**config.mk**
```make
export PLATFORM = sky130hd
export DESIGN_NAME = serial_adder
export DESIGN_NICKNAME = d
export VERILOG_FILES = /design/src/rtl/serial_adder_pkg.sv /design/src/rtl/serial_adder_fa_cell.sv /design/src/rtl/serial_adder.sv
export SDC_FILE = /design/constraint.sdc
export NUM_CORES = 1
export LEC_CHECK = 0
export BUFFER_PORTS_ARGS = -buffer_cell sky130_fd_sc_hd__buf_4
export CAP_MARGIN = 0
export CORE_MARGIN = 2
export CORE_UTILIZATION = 30
export DETAILED_ROUTE_END_ITERATION = 16
export GPL_TIMING_DRIVEN = 1
export PLACE_DENSITY_LB_ADDON = 0.3
export SLEW_MARGIN = 20
export SYNTH_ARGS = -nofsm -noshare
export SYNTH_HDL_FRONTEND = slang
export SYNTH_HIERARCHICAL = 1
export SYNTH_SLANG_ARGS = --single-unit
```
**constraint.sdc**
```tcl
create_clock -name clk -period 1.1 [get_ports clk]
set_input_delay 0.055 -clock clk [delete_from_list [all_inputs] [get_ports clk]]
set_output_delay 0.055 -clock clk [all_outputs]
set_load 0.01 [all_outputs]
```
**src/rtl/serial_adder_pkg.sv**
```systemverilog
// Shared definitions for the bit-serial adder: FSM state encoding and
// the default operand width.
package serial_adder_pkg;

  localparam int DEFAULT_WIDTH = 8;

  typedef enum logic [1:0] {
    IDLE = 2'b00,
    RUN  = 2'b01,
    DONE = 2'b10
  } state_t;

endpackage : serial_adder_pkg

```
**src/rtl/serial_adder_fa_cell.sv**
```systemverilog
// Combinational full adder: two half-adder stages whose carries are ORed.
module fa_cell (
  input  logic a,
  input  logic b,
  input  logic cin,
  output logic s,
  output logic cout
);

  logic hs1_sum;
  logic hs1_carry;
  logic hs2_carry;

  // First half adder combines the operand bits, second folds in the carry.
  assign hs1_sum   = a ^ b;
  assign hs1_carry = a & b;
  assign s         = hs1_sum ^ cin;
  assign hs2_carry = hs1_sum & cin;
  assign cout      = hs1_carry | hs2_carry;

endmodule : fa_cell

```
**src/rtl/serial_adder.sv**
```systemverilog
// Bit-serial adder: adds two WIDTH-bit operands LSB-first, one bit per
// clock, with a start/busy/done handshake. {cout,sum} = a + b + cin.
module serial_adder
  import serial_adder_pkg::*;
#(
  parameter int WIDTH = DEFAULT_WIDTH
) (
  input  logic             clk,
  input  logic             rst_n,
  input  logic             start,
  input  logic [WIDTH-1:0] a,
  input  logic [WIDTH-1:0] b,
  input  logic             cin,
  output logic             busy,
  output logic             done,
  output logic [WIDTH-1:0] sum,
  output logic             cout
);

  localparam int               CNT_W    = $clog2(WIDTH);
  localparam logic [CNT_W-1:0] LAST_BIT = CNT_W'(WIDTH - 1);

  state_t             state;
  logic [WIDTH-1:0]   a_sr;
  logic [WIDTH-1:0]   b_sr;
  logic               carry;
  logic [CNT_W-1:0]   count;
  logic               bit_sum;
  logic               bit_carry;

  // Single full-adder cell shared by every bit position.
  fa_cell u_fa (
    .a    (a_sr[0]),
    .b    (b_sr[0]),
    .cin  (carry),
    .s    (bit_sum),
    .cout (bit_carry)
  );

  // Status outputs decode straight from the state register, so they carry
  // no combinational path from any input.
  assign busy = (state == RUN);
  assign done = (state == DONE);

  // FSM, operand shift registers, carry flop, bit counter and result.
  // NOTE: sequential state uses non-blocking assignments so every register
  // samples pre-edge values, e.g. sum shifts in the bit computed from the
  // old a_sr/b_sr/carry rather than the already-shifted ones.
  always_ff @(posedge clk) begin
    if (!rst_n) begin
      state <= IDLE;
      a_sr  <= '0;
      b_sr  <= '0;
      carry <= 1'b0;
      count <= '0;
      sum   <= '0;
      cout  <= 1'b0;
    end else begin
      case (state)
        IDLE: begin
          if (start) begin
            a_sr  <= a;
            b_sr  <= b;
            carry <= cin;
            count <= '0;
            sum   <= '0;
            cout  <= 1'b0;
            state <= RUN;
          end
        end
        RUN: begin
          a_sr  <= a_sr >> 1;
          b_sr  <= b_sr >> 1;
          carry <= bit_carry;
          sum   <= {bit_sum, sum[WIDTH-1:1]};
          count <= count + CNT_W'(1);
          if (count == LAST_BIT) begin
            cout  <= bit_carry;
            state <= DONE;
          end
        end
        DONE: begin
          state <= IDLE;
        end
        default: begin
          state <= IDLE;
        end
      endcase
    end
  end

endmodule : serial_adder

```
Yosys cells after proc, flatten, opt, wreduce, memory -nomap -nowiden. Index checks and enable logic that the tools add are counted.

Add/subtract/negate cells: 1. Equality and inequality tests: 5. Multiplexer cells: 16. Bitwise operators: 5. Reductions and logical operators: 5.

Operators with widths (count): $pmux W8 S2 (3); $mux W8 (3); $pmux W3 S2 (1); $mux W2 (2); $pmux W1 S2 (2); $pmux W2 S2 (1); $reduce_and A2 Y1 (2); $add A3 B1 Y3 const B (1); $eq A3 B3 Y1 const B (1); $mux W1 (3); $mux W3 (1); $reduce_and A3 Y1 (1); $and A1 B1 Y1 (2); $eq A2 B1 Y1 const B (1); $eq A2 B2 Y1 const B (1); $logic_not A2 Y1 (1); $ne A2 B1 Y1 const B (1); $ne A2 B2 Y1 const B (1); $reduce_bool A2 Y1 (1); $xor A1 B1 Y1 (2); $or A1 B1 Y1 (1).

Register bits after elaboration: 31. Bits of input ports: 20. Output and inout bits: 11. Word-level logic and storage cells: 39.

Longest topological paths before layout.
Word-level depth: 5. Gate-level depth with buffers: 5. Gate-level depth less buffers: 5.

Hierarchy. The synthesis kept the hierarchy.

Modules (own cells, without submodules): serial_adder (times used 1, cells an instance 127, area each 1327.5 um^2, seq. area each 620.6 um^2); fa_cell (times used 1, cells an instance 1, area each 20.0 um^2, seq. area each 0.0 um^2).

Least setup slack after synthesis. No wires, ideal clock.

Path kind: register to register. From: register state[0]. To: register a_sr[2]. Setup time: 0.116 ns. Arrival time: 1.029 ns. Data required time: 0.984 ns. Slack: -0.045 ns. Cell stages (with the launch flop): 6. Path buffers: 2. Period minus slack after synthesis: 1.145 ns. Path through: dfxtp_1 -> buf_4 -> buf_6 -> mux2i_1 -> nand2_1 -> o211a_1.

Longest elaborated chain between the ends: 3. Elaborated cells on any way between the ends: 6. Classes of those cells: eq/ne: 2; mux: 1; reduce/logical: 3.

Ends and longest elaborated chain: from (decl) (RTL line serial_adder.sv:23) `state_t state;`; from (signal assigned) (RTL line serial_adder.sv:51) `state <= IDLE;`; from (signal assigned) (RTL line serial_adder.sv:68) `state <= RUN;`; from (signal assigned) (RTL line serial_adder.sv:79) `state <= DONE;`; $eq A2 B1 Y1 / $logic_not A2 Y1 (equally long branches) (RTL line serial_adder.sv:59) `case (state)`; $reduce_bool A2 Y1 (no line) / $ne A2 B2 Y1 (equally long branches); $reduce_and A2 Y1 (no line); to (signal assigned) (RTL line serial_adder.sv:72) `a_sr <= a_sr >> 1;`; to (decl) (RTL line serial_adder.sv:24) `logic [WIDTH-1:0] a_sr;`.

Several ways; a longest one is shown, not always the timed one. A chain may end at the register's enable or synchronous reset.

Worst setup path in the final report.
From: register a_sr[0]. To: register carry.

Longest elaborated chain between the ends: 4. Elaborated cells on any way between the ends: 5. Classes of those cells: mux: 1; bitwise: 4.

Ends and longest elaborated chain: $xor A1 B1 Y1 (RTL line serial_adder_fa_cell.sv:15) `assign hs1_sum = a ^ b;`; $and A1 B1 Y1 (RTL line serial_adder_fa_cell.sv:18) `assign hs2_carry = hs1_sum & cin;`; $or A1 B1 Y1 * (RTL line serial_adder_fa_cell.sv:19) `assign cout = hs1_carry | hs2_carry;`; net bit_carry (RTL line serial_adder.sv:29) `logic bit_carry;`; $pmux W1 S2 * (RTL line serial_adder.sv:59); to (signal assigned) (RTL line serial_adder.sv:64) `carry <= cin;`; to (signal assigned) (RTL line serial_adder.sv:74) `carry <= bit_carry;`; to (decl) (RTL line serial_adder.sv:26) `logic carry;`.

The timed path passes the listed nets; every way through them passes the cells marked *.

==> flow_summary_export.csv <==
group,metric,value,unit
status,status,"finished, violations left",
status,violations,"negative setup slack",
clock_tree,cts_hold_buf,0,
power_and_ir_drop,clkPwrFrac,0.393,
timing,hold_viol,0,
route,vias,1133,
worst_setup_path,end_kind,"register",
worst_setup_path,worstRegToRegCells,4,
clock_tree,clk_latency,280,ps
die,initial_core_util,0.309,
power_and_ir_drop,leakage,0.978,nW
worst_setup_path,critPathLaunchType,"register",
timing,rsz0062_at_grt,"true",
worst_setup_path,cp-startpoint,"a_sr[0]",
worst_setup_path,r2r_slack,-80,ps
route,vias_per_cell,5.06,
grt,grt_antenna_before_repair,0,
clock_tree,htreeDepth,2,
grt,gr-total-overflow,0,
power_and_ir_drop,power,0.00293,W
power_and_ir_drop,ir_drop,934,uV
die,die_h,71.0,um
synth,synth_area_per_cell,10.5,um2
placed_design,port_buffers,30,
synth,syn_nets,151,
worst_setup_path,critPathMaxFanout,2,
route,routed_wl,3180,um
worst_setup_path,worst-endpoint-arrival,1350,ps
route,drtIter0Drc,34,
power_and_ir_drop,internal-power,0.00224,W
placed_design,dpl.hpwl,1960,um
worst_setup_path,crit_end,"carry",
clock_tree,cts-buffers-inserted,5,
worst_setup_path,r2r_start,"a_sr[0]",
grt,track_usage,0.124,
synth,synth_area,0.00135,mm2
layout,drive_gt1_frac,0.500,
die,die_w,71.0,um
layout,fin_util,0.481,
timing,worst_pin_slew,283,ps
placed_design,placed_cell_area,0.00169,mm2
synth,synth.distinct_cells,21,
layout,num_antenna_cells,0,
route,drc,0,
clock_tree,cts_num_sinks,31,
worst_setup_path,r2r-end,"carry",
power_and_ir_drop,power_frac_seq,0.424,
clock_tree,cts_tree,"built",
layout,post-route-cell-area,0.00209,mm2
worst_setup_path,critPathKind,"reg -> reg",
layout,syn_to_final_growth,55.4,%
timing,min_period,1180,ps
synth,synth_top_area_frac,0.461,
hold_path,hold_start,"a[7]",
die,core_area,0.00435,mm2
route,drt_pass1_iterations,4,
synth,synth-warning-count,6,
synth,synth_cells,128,
timing,setup_viol,14,
die,die_area,0.00504,mm2
placed_design,dp.cells,209,
placed_design,place.gp.congestion,0.699,
power_and_ir_drop,powerDensity,1400,mW/mm2
flow_run,cap_violations,0,
synth,yosys.area.top_type,"dfxtp_1",
die,std_cell_rows,24,
synth,seq_area_frac_synth,0.461,
timing,finClkSkew,4.68,ps
timing,whs,30.0,ps
layout,final_nets,194,
layout,fill_cells,392,
die,pin_count,31,
layout,final_cells,224,
grt,grt_pass1_vias,1045,
clock_tree,clk_pin_slew,60,ps
synth,synthTopCellsByArea,"dfxtp_1 46%, o211a_1 12%, mux2i_1 11%",
grt,grt_pass1_wl,4820,um
synth,ys_ff_latch,31,
hold_path,min_path_type,"in -> reg",
power_and_ir_drop,swShare,0.235,
timing,final-max-slew-violation-count,0,
worst_setup_path,cp.required,1270,ps
timing,setup_ws,-81.9,ps
timing,relSlewSlack,0.811,
clock_tree,clk_path_buf_depth,2,
power_and_ir_drop,p_comb_frac,0.183,
timing,min_period_over_period,1.07,
power_and_ir_drop,p_switching,0.000689,W
route,wire_per_inst,14.2,um
grt,grt_max_degree,32,
timing,timing.fmax,0.846,GHz
route,ant_nets,0,
clock_tree,clockRootBuffer,"clkbuf_8",
[cell type report]
type                            instances  area (um2)  share of cell area
Clock buffer                            6        82.6              0.0394
Multi-Input combinational cell         86         818               0.391
Clock inverter                          2        35.0              0.0167
Tap cell                               52        65.1              0.0311
Timing Repair Buffer                   46         457               0.218
Inverter                                1        3.75             0.00179
Sequential cell                        31         633               0.302
[cells in the final DEF, fill, tap and decap left out, drive strengths merged]
cell    synthesis  layout
and3            1       1
a32oi           1       1
nand2          17      17
bufinv          0       1
nor2b          15      15
ha              2       2
dfxtp          31      31
inv             1       1
a21boi          1       1
a22oi          12      12
fa              1       1
clkinv          0       1
clkbuf          3       8
o21ba           1       1
buf             7      44
o211a          16      16
mux2i          15      15
a21oi           1       1
o21bai          1       1
nor3b           2       2
[logic make-up after synthesis]
logic type,count (synthesis),synth area share
AOI/OAI and AO/OA,33,0.214
adders and majority gates,3,0.0334
buffers and inverters,11,0.0455
DFF,31,0.461
muxes,15,0.111
and+or+nand+nor,35,0.135
[layer usage]
layer	global-route usage	up-vias	share of wire
met4	0.0482	0	0.017
met3	0.0541	8	0.053
met2	0.189	30	0.49
li1	-	549	-
met5	0	-	0
met1	0.154	546	0.43
[synth_stat cells (all sizes together)]
cell type and n:
and3 1, o21ba 1, a21boi 1, inv 1, ha 2, a32oi 1
a22oi 12, clkbuf 3, o211a 16, fa 1, mux2i 15, o21bai 1
nor3b 2, nor2b 15, buf 7, dfxtp 31, a21oi 1, nand2 17
[critical path, cell delays in order, from the launching register on]
cell and delay, ps:
dfxtp_2 330, fa_2 400, mux2i_1 160, nand2_1 70, o211a_1 120
[repair_timing]
| item | CTS | global route |
|---|---|---|
| cloned | 0 | 4 |
| setup buffers | 1 | 2 |
| endpoints found under the setup margin | 18 | 31 |
| pin swaps | 5 | 16 |
| resized for setup | 13 | 34 |
[worst min-delay path by stage]
stage	to	slack (ps)	cells after the start
2_1_floorplan	state[1]	210	1
3_3_place_gp	a_sr[7]	320	3
3_5_place_dp	a_sr[7]	330	3
4_1_cts	a_sr[7]	40	3
5_1_grt	a_sr[7]	50	3
6_report	a_sr[7]	30	3
[power by group through the flow]
stage               sequential [W]  combinational (W)  clock (W)
global route               0.00125           0.000581    0.00125
CTS                        0.00124           0.000414    0.00119
floorplan                  0.00125           0.000253          0
global placement           0.00126           0.000380          0
finish                     0.00124           0.000538    0.00115
detailed placement         0.00126           0.000394          0
[metrics by stage]
stage / TNS (ps) / worst slack [ps]
5_1_grt: -1230 / -130
6_report: -316 / -81.9
2_1_floorplan: -0.952 / -0.952
4_1_cts: -218 / -86.5
3_5_place_dp: -245 / -79.5
3_3_place_gp: -56.1 / -22.5
[sequential cells by signal, indices dropped and copies added (netlist names)]
| register | cells |
|---|---|
| a_sr | 8 |
| b_sr | 8 |
| sum | 8 |
| count | 3 |
| state | 2 |
| carry | 1 |
| cout | 1 |
No activity file was read; power rests on OpenSTA's default activity.
